### config.mk
export PLATFORM = sky130hd
export DESIGN_NAME = fp_decode_arbiter
export DESIGN_NICKNAME = d
export VERILOG_FILES = /design/src/rtl/fp_decode_arbiter.sv
export SDC_FILE = /design/constraint.sdc
export NUM_CORES = 1
export LEC_CHECK = 0
export CAP_MARGIN = 30
export CORE_UTILIZATION = 46
export DETAILED_ROUTE_END_ITERATION = 6
export PLACE_DENSITY_LB_ADDON = 0.15
export SLEW_MARGIN = 15
export SYNTH_ARGS = -nofsm -noshare
export SYNTH_HDL_FRONTEND = slang
export SYNTH_SLANG_ARGS = --single-unit
### constraint.sdc
create_clock -name clk -period 7.8 [get_ports clk]
set_input_delay 0.78 -clock clk [delete_from_list [all_inputs] [get_ports clk]]
set_output_delay 0.78 -clock clk [all_outputs]
set_load 0.005 [all_outputs]
### src/rtl/fp_decode_arbiter.sv
// fp_decode_arbiter
//
// Purpose:
//   Shares one external combinational float decoder among NUM_REQ requesters.
//   The requesters are served round-robin. The winner's IEEE-754 word is
//   registered onto the decoder operand ports. One cycle later the decoder
//   result is captured, and the NaN/Inf, overflow and zero overrides are
//   applied. The result is then returned with the requester index over a
//   valid/ready response channel.
//
// Ports:
//   clk, rst_n    - rising-edge clock, asynchronous active-low reset
//   req_valid     - per-requester request valid
//   req_data      - packed float words, requester i in bits [32i+31:32i]
//   req_ready     - one-hot grant, combinational, only ever set in IDLE
//   dec_sign      - registered operand sign to the shared decoder
//   dec_exponent  - registered operand exponent to the shared decoder
//   dec_mantissa  - registered operand mantissa to the shared decoder
//   dec_int_part  - decoder integer result (combinational from dec_*)
//   dec_frac      - decoder fraction result (combinational from dec_*)
//   rsp_valid     - response valid
//   rsp_ready     - response consumer ready
//   rsp_id        - index of the served requester
//   rsp_int       - final integer part
//   rsp_frac      - final fraction
//   rsp_flags     - {nan_inf, overflow, zero}

module fp_decode_arbiter #(
  parameter int NUM_REQ = 4,
  parameter int ID_W    = 2
) (
  input  logic                    clk,
  input  logic                    rst_n,
  input  logic [NUM_REQ-1:0]      req_valid,
  input  logic [32*NUM_REQ-1:0]   req_data,
  output logic [NUM_REQ-1:0]      req_ready,
  output logic                    dec_sign,
  output logic [7:0]              dec_exponent,
  output logic [22:0]             dec_mantissa,
  input  logic [15:0]             dec_int_part,
  input  logic [15:0]             dec_frac,
  output logic                    rsp_valid,
  input  logic                    rsp_ready,
  output logic [ID_W-1:0]         rsp_id,
  output logic [15:0]             rsp_int,
  output logic [15:0]             rsp_frac,
  output logic [2:0]              rsp_flags
);

  typedef enum logic [1:0] {
    IDLE,
    EVAL,
    RESP
  } state_t;

  state_t            state;
  logic [ID_W-1:0]   ptr;
  logic [NUM_REQ-1:0] grant;
  logic [ID_W-1:0]   search_idx;
  logic              found;
  logic [31:0]       win_word;

  // Rotating priority search. It starts one past the last winner, so the
  // requester that was just served has the lowest priority.
  always_comb begin
    grant      = '0;
    found      = 1'b0;
    search_idx = '0;
    for (int k = 1; k <= NUM_REQ; k++) begin
      search_idx = ID_W'((int'(ptr) + k) % NUM_REQ);
      if (!found && req_valid[search_idx]) begin
        grant[search_idx] = 1'b1;
        found             = 1'b1;
      end
    end
  end

  // The grant is one-hot, so selecting the operand word is a plain mux on it.
  always_comb begin
    win_word = '0;
    for (int i = 0; i < NUM_REQ; i++) begin
      if (grant[i]) begin
        win_word = req_data[32*i +: 32];
      end
    end
  end

  // The grant is gated by rst_n. This keeps req_ready low while reset is held,
  // even though the state already reads IDLE.
  always_comb begin
    req_ready = '0;
    if (state == IDLE && rst_n) begin
      req_ready = grant;
    end
  end

  // Transaction FSM. The operands stay registered between transactions, so
  // the decoder inputs do not toggle while the block is idle.
  always_ff @(posedge clk or negedge rst_n) begin
    if (!rst_n) begin
      state        <= IDLE;
      ptr          <= ID_W'(NUM_REQ - 1);
      dec_sign     <= 1'b0;
      dec_exponent <= '0;
      dec_mantissa <= '0;
      rsp_valid    <= 1'b0;
      rsp_id       <= '0;
      rsp_int      <= '0;
      rsp_frac     <= '0;
      rsp_flags    <= '0;
    end else begin
      case (state)
        IDLE: begin
          if (found) begin
            dec_sign     <= win_word[31];
            dec_exponent <= win_word[30:23];
            dec_mantissa <= win_word[22:0];
            for (int i = 0; i < NUM_REQ; i++) begin
              if (grant[i]) begin
                rsp_id <= ID_W'(i);
                ptr    <= ID_W'(i);
              end
            end
            state <= EVAL;
          end
        end

        EVAL: begin
          // The checks are in priority order. Exponents of 142 and above have
          // an unbiased value of 15 or more, which does not fit a signed
          // 16-bit integer, so the result saturates like Inf.
          if (dec_exponent == 8'hFF) begin
            rsp_flags <= 3'b100;
            rsp_int   <= dec_sign ? 16'h8000 : 16'h7FFF;
            rsp_frac  <= '0;
          end else if (dec_exponent >= 8'd142) begin
            rsp_flags <= 3'b010;
            rsp_int   <= dec_sign ? 16'h8000 : 16'h7FFF;
            rsp_frac  <= '0;
          end else if (dec_exponent == 8'h00) begin
            rsp_flags <= 3'b001;
            rsp_int   <= '0;
            rsp_frac  <= '0;
          end else begin
            rsp_flags <= 3'b000;
            rsp_int   <= dec_int_part;
            rsp_frac  <= dec_frac;
          end
          rsp_valid <= 1'b1;
          state     <= RESP;
        end

        RESP: begin
          if (rsp_ready) begin
            rsp_valid <= 1'b0;
            state     <= IDLE;
          end
        end

        default: begin
          state     <= IDLE;
          rsp_valid <= 1'b0;
        end
      endcase
    end
  end

endmodule

Yosys cells after proc, flatten, opt, wreduce, memory -nomap -nowiden. Index checks and enable logic that the tools add are counted.

Register bits after elaboration: 74. Logic and storage cells: 98. Bits of input ports: 167. Output and inout port bits: 74.

Add/sub/neg operators: 4. Mux-type cells: 48. Bitwise logic cells: 4. Magnitude comparators: 9. Reductions and logical operators: 18. Eq/ne operators: 5.

Operators with widths (count): two-way mux 32 bit (4); two-way mux 16 bit (7); two-way mux 4 bit (5); two-way mux 1 bit (14); two-way mux 2 bit (7); < comparator 2 x 3 -> 1 bit (second input constant) (4); bitwise OR 4 bit (3); binary-select mux 1 bit (select 2 bit) (4); demux 1 bit (select 2 bit) (4); equality test 8 bit (second input constant) (1); >= comparator 2 x 1 -> 1 bit (second input constant) (4); >= comparator 8 bit (second input constant) (1); logical AND 1 bit (8); zero test 8 bit (1); case mux 2 bit (3 select lines) (1); AND reduction 2 bit (3); adder 2 x 1 -> 2 bit (second input constant) (2); adder 2 bit (second input constant) (2); != test 2 bit (second input constant) (2); nonzero test 4 bit (1); zero test 1 bit (3); two-way mux 3 bit (1); case mux 1 bit (3 select lines) (1); AND reduction 3 bit (1); 4 further kinds (4).

Depth between registers and ports, before layout. Gate-level depths: netlist (run 1).

Depth after elaboration: 17. Depth in mapped cells: 12.

Worst setup path after synthesis (run 1). Ideal clock, no wire load.

Path type: flip-flop to output port. From: register ptr[0]. To: output req_ready[2]. Data required time: 7.020 ns. Slack: 4.296 ns. Data arrival time: 2.724 ns. Stages on the path, launching flop included: 12. Cells stage by stage: dfstp_2 buf_6 inv_1 ha_1 mux4_2 buf_6 or4b_1 buf_2 nor2_1 nor2_2 buf_2 nor2_1.

Longest elaborated chain between the ends: 14. Elaborated cells between the ends (all ways): 49. Those cells by class: add/sub (4); order compare (8); mux (24); bitwise (3); reduce/logical (10).

RTL lines: start: declaration (line 57) `logic [ID_W-1:0] ptr;`; start signal: assignment (line 102) `ptr <= ID_W'(NUM_REQ - 1);`; start signal: assignment (line 121) `ptr <= ID_W'(i);`; branches (longest 12 deep; another with < comparator 2 x 3 -> 1 bit); two-way mux 4 bit * (line 71) `if (!found && req_valid[search_idx]) begin`; two-way mux 4 bit * (line 92) `if (state == IDLE && rst_n) begin`; end: declaration (line 36) `output logic [NUM_REQ-1:0] req_ready,`.

Every way passes the cells marked *. The select of a mux whose other input is x is not followed.

Worst setup path in the final report (run 1).
From: input req_valid[1]. To: output req_ready[1].

Longest elaborated chain between the ends: 13. Elaborated cells between the ends (all ways): 25. Those cells by class: mux (16); bitwise (3); reduce/logical (6).

RTL lines: start: declaration (line 34) `input logic [NUM_REQ-1:0] req_valid,`; binary-select mux 1 bit (select 2 bit) (line 71); two-way mux 1 bit (not written as such) (line 71); two-way mux 1 bit (line 71); zero test 1 bit (line 71); logical AND 1 bit (line 71); two-way mux 1 bit (line 71); zero test 1 bit (line 71); logical AND 1 bit (line 71); two-way mux 1 bit (line 71); zero test 1 bit (line 71); logical AND 1 bit (line 71); two-way mux 4 bit * (line 71); two-way mux 4 bit * (line 92).

Mark *: on every way between the ends. The rest lies on a longest branch, timed or not. The select of a mux whose other input is x is not followed.

==> impl_metrics.env, run 1 <==
export IMPL_rsz0062_at_grt="no"
export IMPL_cts_sinks=74
export IMPL_worst_pin_slew_ns=0.923
export IMPL_drv_cap=0
export IMPL_crit_path_start="req_valid[1]"
export IMPL_r2r_start="ptr[0]"
export IMPL_setup_viol=0
export IMPL_grt_max_degree=80
export IMPL_dr_pass1_iters=7
export IMPL_clk_pin_slew_ns=0.06
export IMPL_syn_num_nets=852
export IMPL_cp_end_kind="output pin"
export IMPL_vias=6075
export IMPL_cts_resized=0
export IMPL_synth_top_area_cell="dfrtp_1"
export IMPL_ios=241
export IMPL_die_w_microns=112
export IMPL_post_drt_wl_per_cell_microns=18.7
export IMPL_yosysSeqAreaShare_pct=33.2
export IMPL_status="finished with violations"
export IMPL_whs_ns=0.414
export IMPL_drt_iter0_markers=418
export IMPL_grt_pass1_wl_microns=29800
export IMPL_core_area_sq_um=11600
export IMPL_synth_compound_area_share_pct=36.8
export IMPL_synth_edf_count=0
export IMPL_clockBufferDepth=2
export IMPL_nFillCells=879
export IMPL_cp_required_ns=7.02
export IMPL_relSlewSlack_pct=38.3
export IMPL_portBuffers=240
export IMPL_gr_usage_all_layers_pct=30.0
export IMPL_place_gp_congestion=0.904
export IMPL_root_buffer="clkbuf_16"
export IMPL_grt_pass1_vias=5822
export IMPL_r2r_cells=10
export IMPL_yosys_area_top_type_share_pct=32.2
export IMPL_cts_hold_buf=0
export IMPL_clkLatencyLatePin_ns=0.33
export IMPL_synth_top_family_by_area="compound AO/OA/AOI/OAI gates"
export IMPL_diodes=0
export IMPL_ys_ff_latch=74
export IMPL_syn_inst=677
export IMPL_max_freq_mhz=198
export IMPL_fin_tns_setup_ns=0
export IMPL_ant_nets=0
export IMPL_synth_cell_type_count=41
export IMPL_powerDensity_nw_per_um2=474
export IMPL_regArea_sq_um=1850
export IMPL_period_share_pct=64.7
export IMPL_multi_input_comb_area_sq_um=3290
export IMPL_hold_violations=0
export IMPL_die_y_microns=112
export IMPL_synth_simple_gate_area_share_pct=18.1
export IMPL_crit_end="req_ready[1]"
export IMPL_synth_area_mux_share_pct=1.61
export IMPL_peakVddDrop_mv=0.259
export IMPL_drive_gt1_share_pct=9.44
export IMPL_synth_ff_type="dfrtp_1"
export IMPL_htreeDepth=3
export IMPL_p_leak_nw=3.34
export IMPL_r2r_setup_slack_ns=3.90
export IMPL_rows=39
export IMPL_startpoint_type="primary input"
export IMPL_synth_xor_area_share_pct=0
export IMPL_final_cell_mix="clkdlybuf4s50_1 (239), nand2_1 (87), dfrtp_1 (72)"
export IMPL_cp_max_fo=33
export IMPL_start_util_pct=48.2
export IMPL_ys_top_cells_by_area="dfrtp_1 (32%), nand2_1 (5.8%), nor3_2 (5.4%), a21oi_1 (5.1%), o31a_1 (5.0%)"
export IMPL_r2r_end="dec_exponent[4]"
export IMPL_fin_worst_skew_ns=0.00594
export IMPL_numCtsBuffers=9
export IMPL_place_hpwl_microns=13600
export IMPL_overflow=0
export IMPL_async_flop_share_pct=100
export IMPL_worstPathArrival_ns=4.26
export IMPL_drc_errors=18
export IMPL_period_needed_ns=5.04
export IMPL_min_path_type="primary input to async pin"
export IMPL_syn_avg_cell_area_sq_um=8.26
export IMPL_synth_area_sq_um=5590
export IMPL_die_area_sq_um=12600
export IMPL_wl_microns=19100
export IMPL_yosysWarnings=0
export IMPL_violations="DRC"
export IMPL_path_class="primary input to output pin"
export IMPL_maxSlewViolCount=0
export IMPL_post_cts_buffers=0
export IMPL_cts_tree="done"
export IMPL_fin_nets=1049
export IMPL_vias_per_cell=5.94
export IMPL_synth_adder_area_share_pct=1.79
export IMPL_grt_antenna_before_repair=0
export IMPL_area_growth_pct=50.5
export IMPL_layout_commonest_cell="clkdlybuf4s50_1"
synthesized netlist by cell type (33+ instances only):
| library cell | n |
|---|---|
| o21ai_0 | 34 |
| o31ai_1 | 33 |
| nor4_1 | 33 |
| dfrtp_1 | 72 |
| a21oi_1 | 57 |
| inv_1 | 38 |
| clkbuf_1 | 56 |
| nand2_1 | 87 |
| a21boi_0 | 33 |
per-layer routing:
layer	global-route usage [%]	up-vias	part of all wire (%)
met5	0	-	0
met4	11.7	0	2.1
met3	5.29	31	7.5
met2	50.7	283	49
met1	38.2	2864	42
li1	-	2897	-
sequential cells by signal (all words and copies together), names as in the netlist:
signal / flops
dec_mantissa: 23
rsp_frac: 16
rsp_int: 16
dec_exponent: 8
rsp_flags: 3
ptr: 2
rsp_id: 2
state: 2
dec_sign: 1
rsp_valid: 1
metrics by stage:
stage               setup slack, ns  area [sq um]  util (%)  power [mW]  std cells
floorplan                      4.30          5590         -        2.54        677
global placement               2.48          7960      68.6        3.35        998
detailed placement             2.81          8050      69.3        3.54       1002
CTS                            2.80          8350      71.9        3.96       1018
global route                   2.60          8420      72.5        4.30       1022
finish                         2.76          8420      72.5        3.99       1022
worst max-delay path, stage by stage:
cell and delay [ns]:
clkdlybuf4s50_1 0.46, mux4_2 0.61, nand3b_1 0.26, a21oi_4 0.76
or2_1 0.62, nor2b_1 0.20, clkdlybuf4s50_1 0.54
cells by family (layout without fill, tap and decap cells):
kind of cell             count (synthesis)  after routing
adder cells (fa/ha/maj)                  8              8
multiplexers                             4              4
AO/OA/AOI/OAI                          298            298
flip-flops                              74             74
buffers and inverters                  113            315
AND/OR/NAND/NOR                        180            180
layout make-up:
type	instances	share of cell area [%]
inverter	38	1.69
clock buffer	10	2.72
multi-input combinational	490	39.1
clock inverter	6	0.802
timing repair buffer	261	31.6
tap	143	2.13
sequential	74	22.0
power by group:
part / total [mW] / switching (mW) / internal (mW)
combinational: 2.84 / 1.58 / 1.26
clock: 0.415 / 0.166 / 0.248
sequential: 0.737 / 0.143 / 0.595
how the worst min path moves through the flow:
| stage | depth (start not counted) | slack [ns] | endpoint | from |
|---|---|---|---|---|
| 2_1_floorplan | 2 | 0.47 | rsp_frac[0] | rsp_frac[0] |
| 3_3_place_gp | 2 | 0.46 | rsp_int[15] | rsp_int[15] |
| 3_5_place_dp | 2 | 0.47 | rsp_int[15] | rsp_int[15] |
| 4_1_cts | 2 | 0.49 | rsp_int[15] | rsp_int[15] |
| 5_1_grt | 2 | 0.42 | rsp_frac[5] | rst_n |
| 6_report | 2 | 0.41 | rsp_flags[1] | rst_n |
Note: power is estimated with default switching activity, not from simulation.
==> run 2, diff against run 1 <==
- CORE_UTILIZATION: 46 -> 39
- clock period: 7.8 -> 4.05 ns (I/O delays scaled with it)
==> impl_metrics.env, run 2 (synthesis gave the netlist of run 1 again) <==
export IMPL_final_util_pct=61.2
export IMPL_grt_most_used_layer="met2"
export IMPL_period_share_pct=97.4
export IMPL_core_area_sq_um=13900
export IMPL_critPathMostFrequentCell="nor2_1"
export IMPL_drt_iter0_markers=398
export IMPL_worst_pin_slew_ns=1.02
export IMPL_crit_path_top_delay_cell="or4b_2"
export IMPL_wl_microns=20600
export IMPL_post_drt_wl_per_cell_microns=19.3
export IMPL_numCtsBuffers=9
export IMPL_root_buffer="clkbuf_16"
export IMPL_max_freq_mhz=254
export IMPL_start_util_pct=40.1
export IMPL_die_y_microns=122
export IMPL_drv_cap=0
export IMPL_vias=6183
export IMPL_clkLatencyLatePin_ns=0.34
export IMPL_met1_usage_pct=34.6
export IMPL_final_cell_mix="clkdlybuf4s50_1 (239), nand2_1 (87), dfrtp_1 (72)"
export IMPL_place_gp_congestion=0.905
export IMPL_ios=241
export IMPL_relSlewSlack_pct=31.9
export IMPL_place_hpwl_microns=13800
export IMPL_portBuffers=240
export IMPL_multi_input_comb_area_sq_um=3330
export IMPL_slowest_delay_ns=0.74
export IMPL_grt_use_met2_pct=45.4
export IMPL_grt_pass1_wl_microns=31200
export IMPL_path_class="flip-flop to output pin"
export IMPL_dp_cells=1039
export IMPL_vias_per_cell=5.79
export IMPL_ant_nets=0
export IMPL_hold_violations=0
export IMPL_final_cell_count_no_fill=1067
export IMPL_cp_cell_sequence="inv_1, ha_1, mux4_2, or4b_2, nor2_1, nor2_2, nor2_1, clkdlybuf4s50_1"
export IMPL_clk_pin_slew_ns=0.06
export IMPL_period_needed_ns=3.94
export IMPL_fin_ws_ns=0.107
export IMPL_pre_cts_ws_ns=0.193
export IMPL_drc_errors=0
export IMPL_worstPathArrival_ns=3.54
export IMPL_min_path_type="flip-flop to flip-flop"
export IMPL_powerDensity_nw_per_um2=940
export IMPL_htreeDepth=3
export IMPL_peakVddDrop_mv=0.510
export IMPL_grt_max_degree=100
export IMPL_fin_worst_skew_ns=0.00452
export IMPL_gr_usage_all_layers_pct=27.6
export IMPL_regMostFlops="dec_mantissa"
export IMPL_startpoint_type="flip-flop"
export IMPL_status="finished, final reports clean"
export IMPL_whs_ns=0.479
export IMPL_nFillCells=1199
export IMPL_cts_sinks=74
export IMPL_use_met3_pct=5.20
export IMPL_maxSlewViolCount=0
export IMPL_p_leak_nw=3.37
export IMPL_dr_pass1_iters=4
export IMPL_cts_tree="done"
export IMPL_fin_nets=1057
export IMPL_cp_max_fo=9
export IMPL_grt_pass1_vias=6024
export IMPL_rows=43
export IMPL_setup_viol=0
export IMPL_cp_required_ns=3.64
export IMPL_grt_antenna_before_repair=0
export IMPL_reg_largest_list="dec_mantissa: 23 flops, rsp_frac: 16 flops, rsp_int: 16 flops"
export IMPL_die_w_microns=122
export IMPL_overflow=0
export IMPL_area_growth_pct=52.4
export IMPL_die_area_sq_um=14800
export IMPL_clockBufferDepth=2
export IMPL_diodes=0
export IMPL_drive_gt1_share_pct=10.5
export IMPL_cp_end_kind="output pin"
export IMPL_layout_commonest_cell="clkdlybuf4s50_1"
export IMPL_regArea_sq_um=1850
export IMPL_largest_register_ffs=23
[run 2: power by group]
part	switching (mW)	leakage (nW)	internal, mW
clock	0.339	0.167	0.607
combinational	3.23	2.29	2.41
sequential	0.271	0.908	1.14
total	3.84	3.37	4.17
[run 2: metal layers]
metal  routed length (microns)  vias up
met1                      8730     2940
met3                      1490       44
met4                       688        0
met2                      9650      280
li1                          -     2919
met5                         0        -
[run 2: final cells by class]
type                    count  share of cell area, %
multi-input cells         492                   39.0
repair buffers            267                   30.8
flip-flops and latches     74                   21.8
clock buffers               9                   2.64
well taps                 180                   2.64
inverters                  38                   1.67
clock inverters             7                   1.45
[run 2: worst max-delay path: cells and delay by family (launching register included)]
family        cells  cell delay (ns)
simple gates      4             1.13
buf+inv           2             0.69
flops             1             0.62
mux               1             0.42
fa+ha+maj         1             0.35
[run 2: timing repair]
action	4_1_cts	5_1_grt
gates resized for setup	1	0
cloned	2	0
hold buffers	1	0
endpoints found under the hold margin	18	0
endpoints found under the setup margin	2	4
buffers inserted	0	8
[run 2: final timing paths]
kind / from / to / slack (ns) / cells past startpoint
hold reg to reg: rsp_int[15] / rsp_int[15] / 0.48 / 2
min in group asynchronous: rst_n / rsp_int[9] / 0.50 / 2
hold / removal: rsp_int[15] / rsp_int[15] / 0.48 / 2
max in group asynchronous: rst_n / rsp_int[0] / 2.54 / 3
setup / recovery: ptr[1] / req_ready[2] / 0.11 / 8
setup reg to reg: ptr[1] / dec_exponent[2] / 0.76 / 9
[run 2: per-stage QoR]
stage | area, sq um | TNS [ns] | power, mW
6_report | 8520 | 0 | 8.01
3_3_place_gp | 8060 | 0 | 6.62
2_1_floorplan | 5590 | 0 | 4.90
4_1_cts | 8450 | 0 | 7.88
3_5_place_dp | 8070 | 0 | 6.80
5_1_grt | 8520 | -0.0242 | 8.62
==> run 3, diff against run 2 <==
- TNS_END_PERCENT: unset -> 5
==> impl_metrics.env, run 3 (synthesis gave the netlist of run 1 again) <==
export IMPL_r2r_start="ptr[0]"
export IMPL_clockBufferDepth=2
export IMPL_hold_start="rsp_int[3]"
export IMPL_r2r_setup_slack_ns=0.63
export IMPL_hold_end="rsp_int[3]"
export IMPL_crit_buf_inv=1
export IMPL_drc_errors=0
export IMPL_hold_violations=0
export IMPL_die_y_microns=122
export IMPL_grt_pass1_wl_microns=31200
export IMPL_regMostFlops="dec_mantissa"
export IMPL_area_growth_pct=51.7
export IMPL_vias=6154
export IMPL_powerDensity_nw_per_um2=936
export IMPL_cp_cell_sequence="mux4_2, nand3b_1, a21oi_4, or2_1, nor2b_1, clkdlybuf4s50_1"
export IMPL_layout_commonest_cell="clkdlybuf4s50_1"
export IMPL_cts_sinks=74
export IMPL_r2r_cells=7
export IMPL_drt_iter0_markers=358
export IMPL_reg_largest_list="dec_mantissa: 23 flops, rsp_frac: 16 flops, rsp_int: 16 flops"
export IMPL_worstPathArrival_ns=3.56
export IMPL_rows=43
export IMPL_place_hpwl_microns=13800
export IMPL_rsz0062_at_grt="yes"
export IMPL_overflow=0
export IMPL_dr_pass1_iters=4
export IMPL_portBuffers=240
export IMPL_period_needed_ns=3.96
export IMPL_peakVddDrop_mv=0.503
export IMPL_setup_viol=0
export IMPL_fin_nets=1051
export IMPL_die_w_microns=122
export IMPL_numCtsBuffers=9
export IMPL_diodes=0
export IMPL_die_area_sq_um=14800
export IMPL_maxSlewViolCount=0
export IMPL_ant_nets=0
export IMPL_final_util_pct=60.9
export IMPL_cp_required_ns=3.64
export IMPL_core_area_sq_um=13900
export IMPL_slowest_delay_ns=0.68
export IMPL_gr_usage_all_layers_pct=27.6
export IMPL_whs_path_depth=2
export IMPL_min_path_type="flip-flop to flip-flop"
export IMPL_max_freq_mhz=252
export IMPL_fin_worst_skew_ns=0.00530
export IMPL_root_buffer="clkbuf_16"
export IMPL_drive_gt1_share_pct=10.2
export IMPL_cp_end_kind="output pin"
export IMPL_grt_antenna_before_repair=0
export IMPL_htreeDepth=3
export IMPL_cp_num_cells=6
export IMPL_post_drt_wl_per_cell_microns=19.3
export IMPL_cp_max_fo=17
export IMPL_crit_path_top_delay_cell="mux4_2"
export IMPL_place_gp_congestion=0.905
export IMPL_worst_pin_slew_ns=1.04
export IMPL_grt_pass1_vias=6024
export IMPL_cts_tree="done"
export IMPL_path_class="flip-flop to output pin"
export IMPL_startpoint_type="flip-flop"
export IMPL_relSlewSlack_pct=30.5
export IMPL_drv_cap=0
export IMPL_pre_cts_ws_ns=0.193
export IMPL_period_share_pct=97.8
export IMPL_clk_pin_slew_ns=0.06
export IMPL_start_util_pct=40.1
export IMPL_cp_top_family="simple AND/OR/NAND/NOR gates"
export IMPL_final_cell_mix="clkdlybuf4s50_1 (239), nand2_1 (87), dfrtp_1 (72)"
export IMPL_fin_ws_ns=0.0891
export IMPL_r2r_end="rsp_id[1]"
export IMPL_grt_max_degree=100
export IMPL_largest_register_ffs=23
export IMPL_clkLatencyLatePin_ns=0.34
export IMPL_status="finished, final reports clean"
export IMPL_vias_per_cell=5.80
export IMPL_ios=241
export IMPL_p_leak_nw=3.34
export IMPL_wl_microns=20500
==> run 3: changes by cell type in the layout (fill, tap and decap cells not counted) <==
| cell | before | now |
|---|---|---|
| inv_2 | 1 | 2 |
| inv_1 | 37 | 36 |
| nor2_2 | 2 | 3 |
| nor2b_1 | 4 | 3 |
| buf_4 | 25 | 19 |
| nor2b_2 | 1 | 2 |
| nor2_1 | 8 | 7 |
==> run 3: final cells by class <==
type | instances | area (sq um)
multi-input cells | 492 | 3330
clock buffers | 9 | 225
flip-flops and latches | 74 | 1850
clock inverters | 7 | 124
inverters | 38 | 143
repair buffers | 261 | 2580
fillers | 1200 | 5450
well taps | 180 | 225
==> run 3: stage by stage <==
step,instances,total power [mW],TNS [ns],area (sq um),hold slack [ns]
6_report,1061,7.94,0,8480,0.483
3_3_place_gp,1038,6.62,0,8060,0.304
4_1_cts,1058,7.88,0,8450,0.484
5_1_grt,1061,8.54,-0.0210,8480,0.502
2_1_floorplan,677,4.90,0,5590,0.109
3_5_place_dp,1039,6.80,0,8070,0.307
==> run 3: what timing repair did <==
action                                  in CTS  in global routing
hold buffers                                 1                  0
gates resized for setup                      1                  3
buffers inserted                             0                  2
endpoints found under the hold margin       18                  0
endpoints found under the setup margin       2                  4
gates cloned                                 2                  0
==> run 3: worst max-delay path by stage <==
stage	from	to	slack (ns)
after global placement	req_valid[1]	req_ready[1]	0.27
after floorplan	ptr[0]	req_ready[2]	0.92
final	ptr[0]	req_ready[1]	0.09
after CTS	ptr[0]	req_ready[3]	0.03
after detailed placement	req_valid[1]	req_ready[3]	0.19
after global routing	ptr[0]	req_ready[1]	-0.02
==> run 3: power breakdown <==
group	internal [mW]	leakage, nW	switching, mW
sequential	1.14	0.908	0.280
combinational	2.36	2.26	3.21
clock	0.607	0.167	0.339
==> run 3: tightest hold or removal path, cell delays in order (launching register included) <==
cell and delay, ns:
dfrtp_1 0.34, nand2_1 0.05, o21ai_0 0.06
==> run 3: layer usage <==
metal / part of all wire, % / GRT usage (%) / up-vias
met5: 0 / 0 / -
met4: 3.5 / 13.7 / 0
met3: 7.0 / 5.20 / 46
met2: 47 / 45.4 / 282
met1: 42 / 34.6 / 2917
li1: - / - / 2909
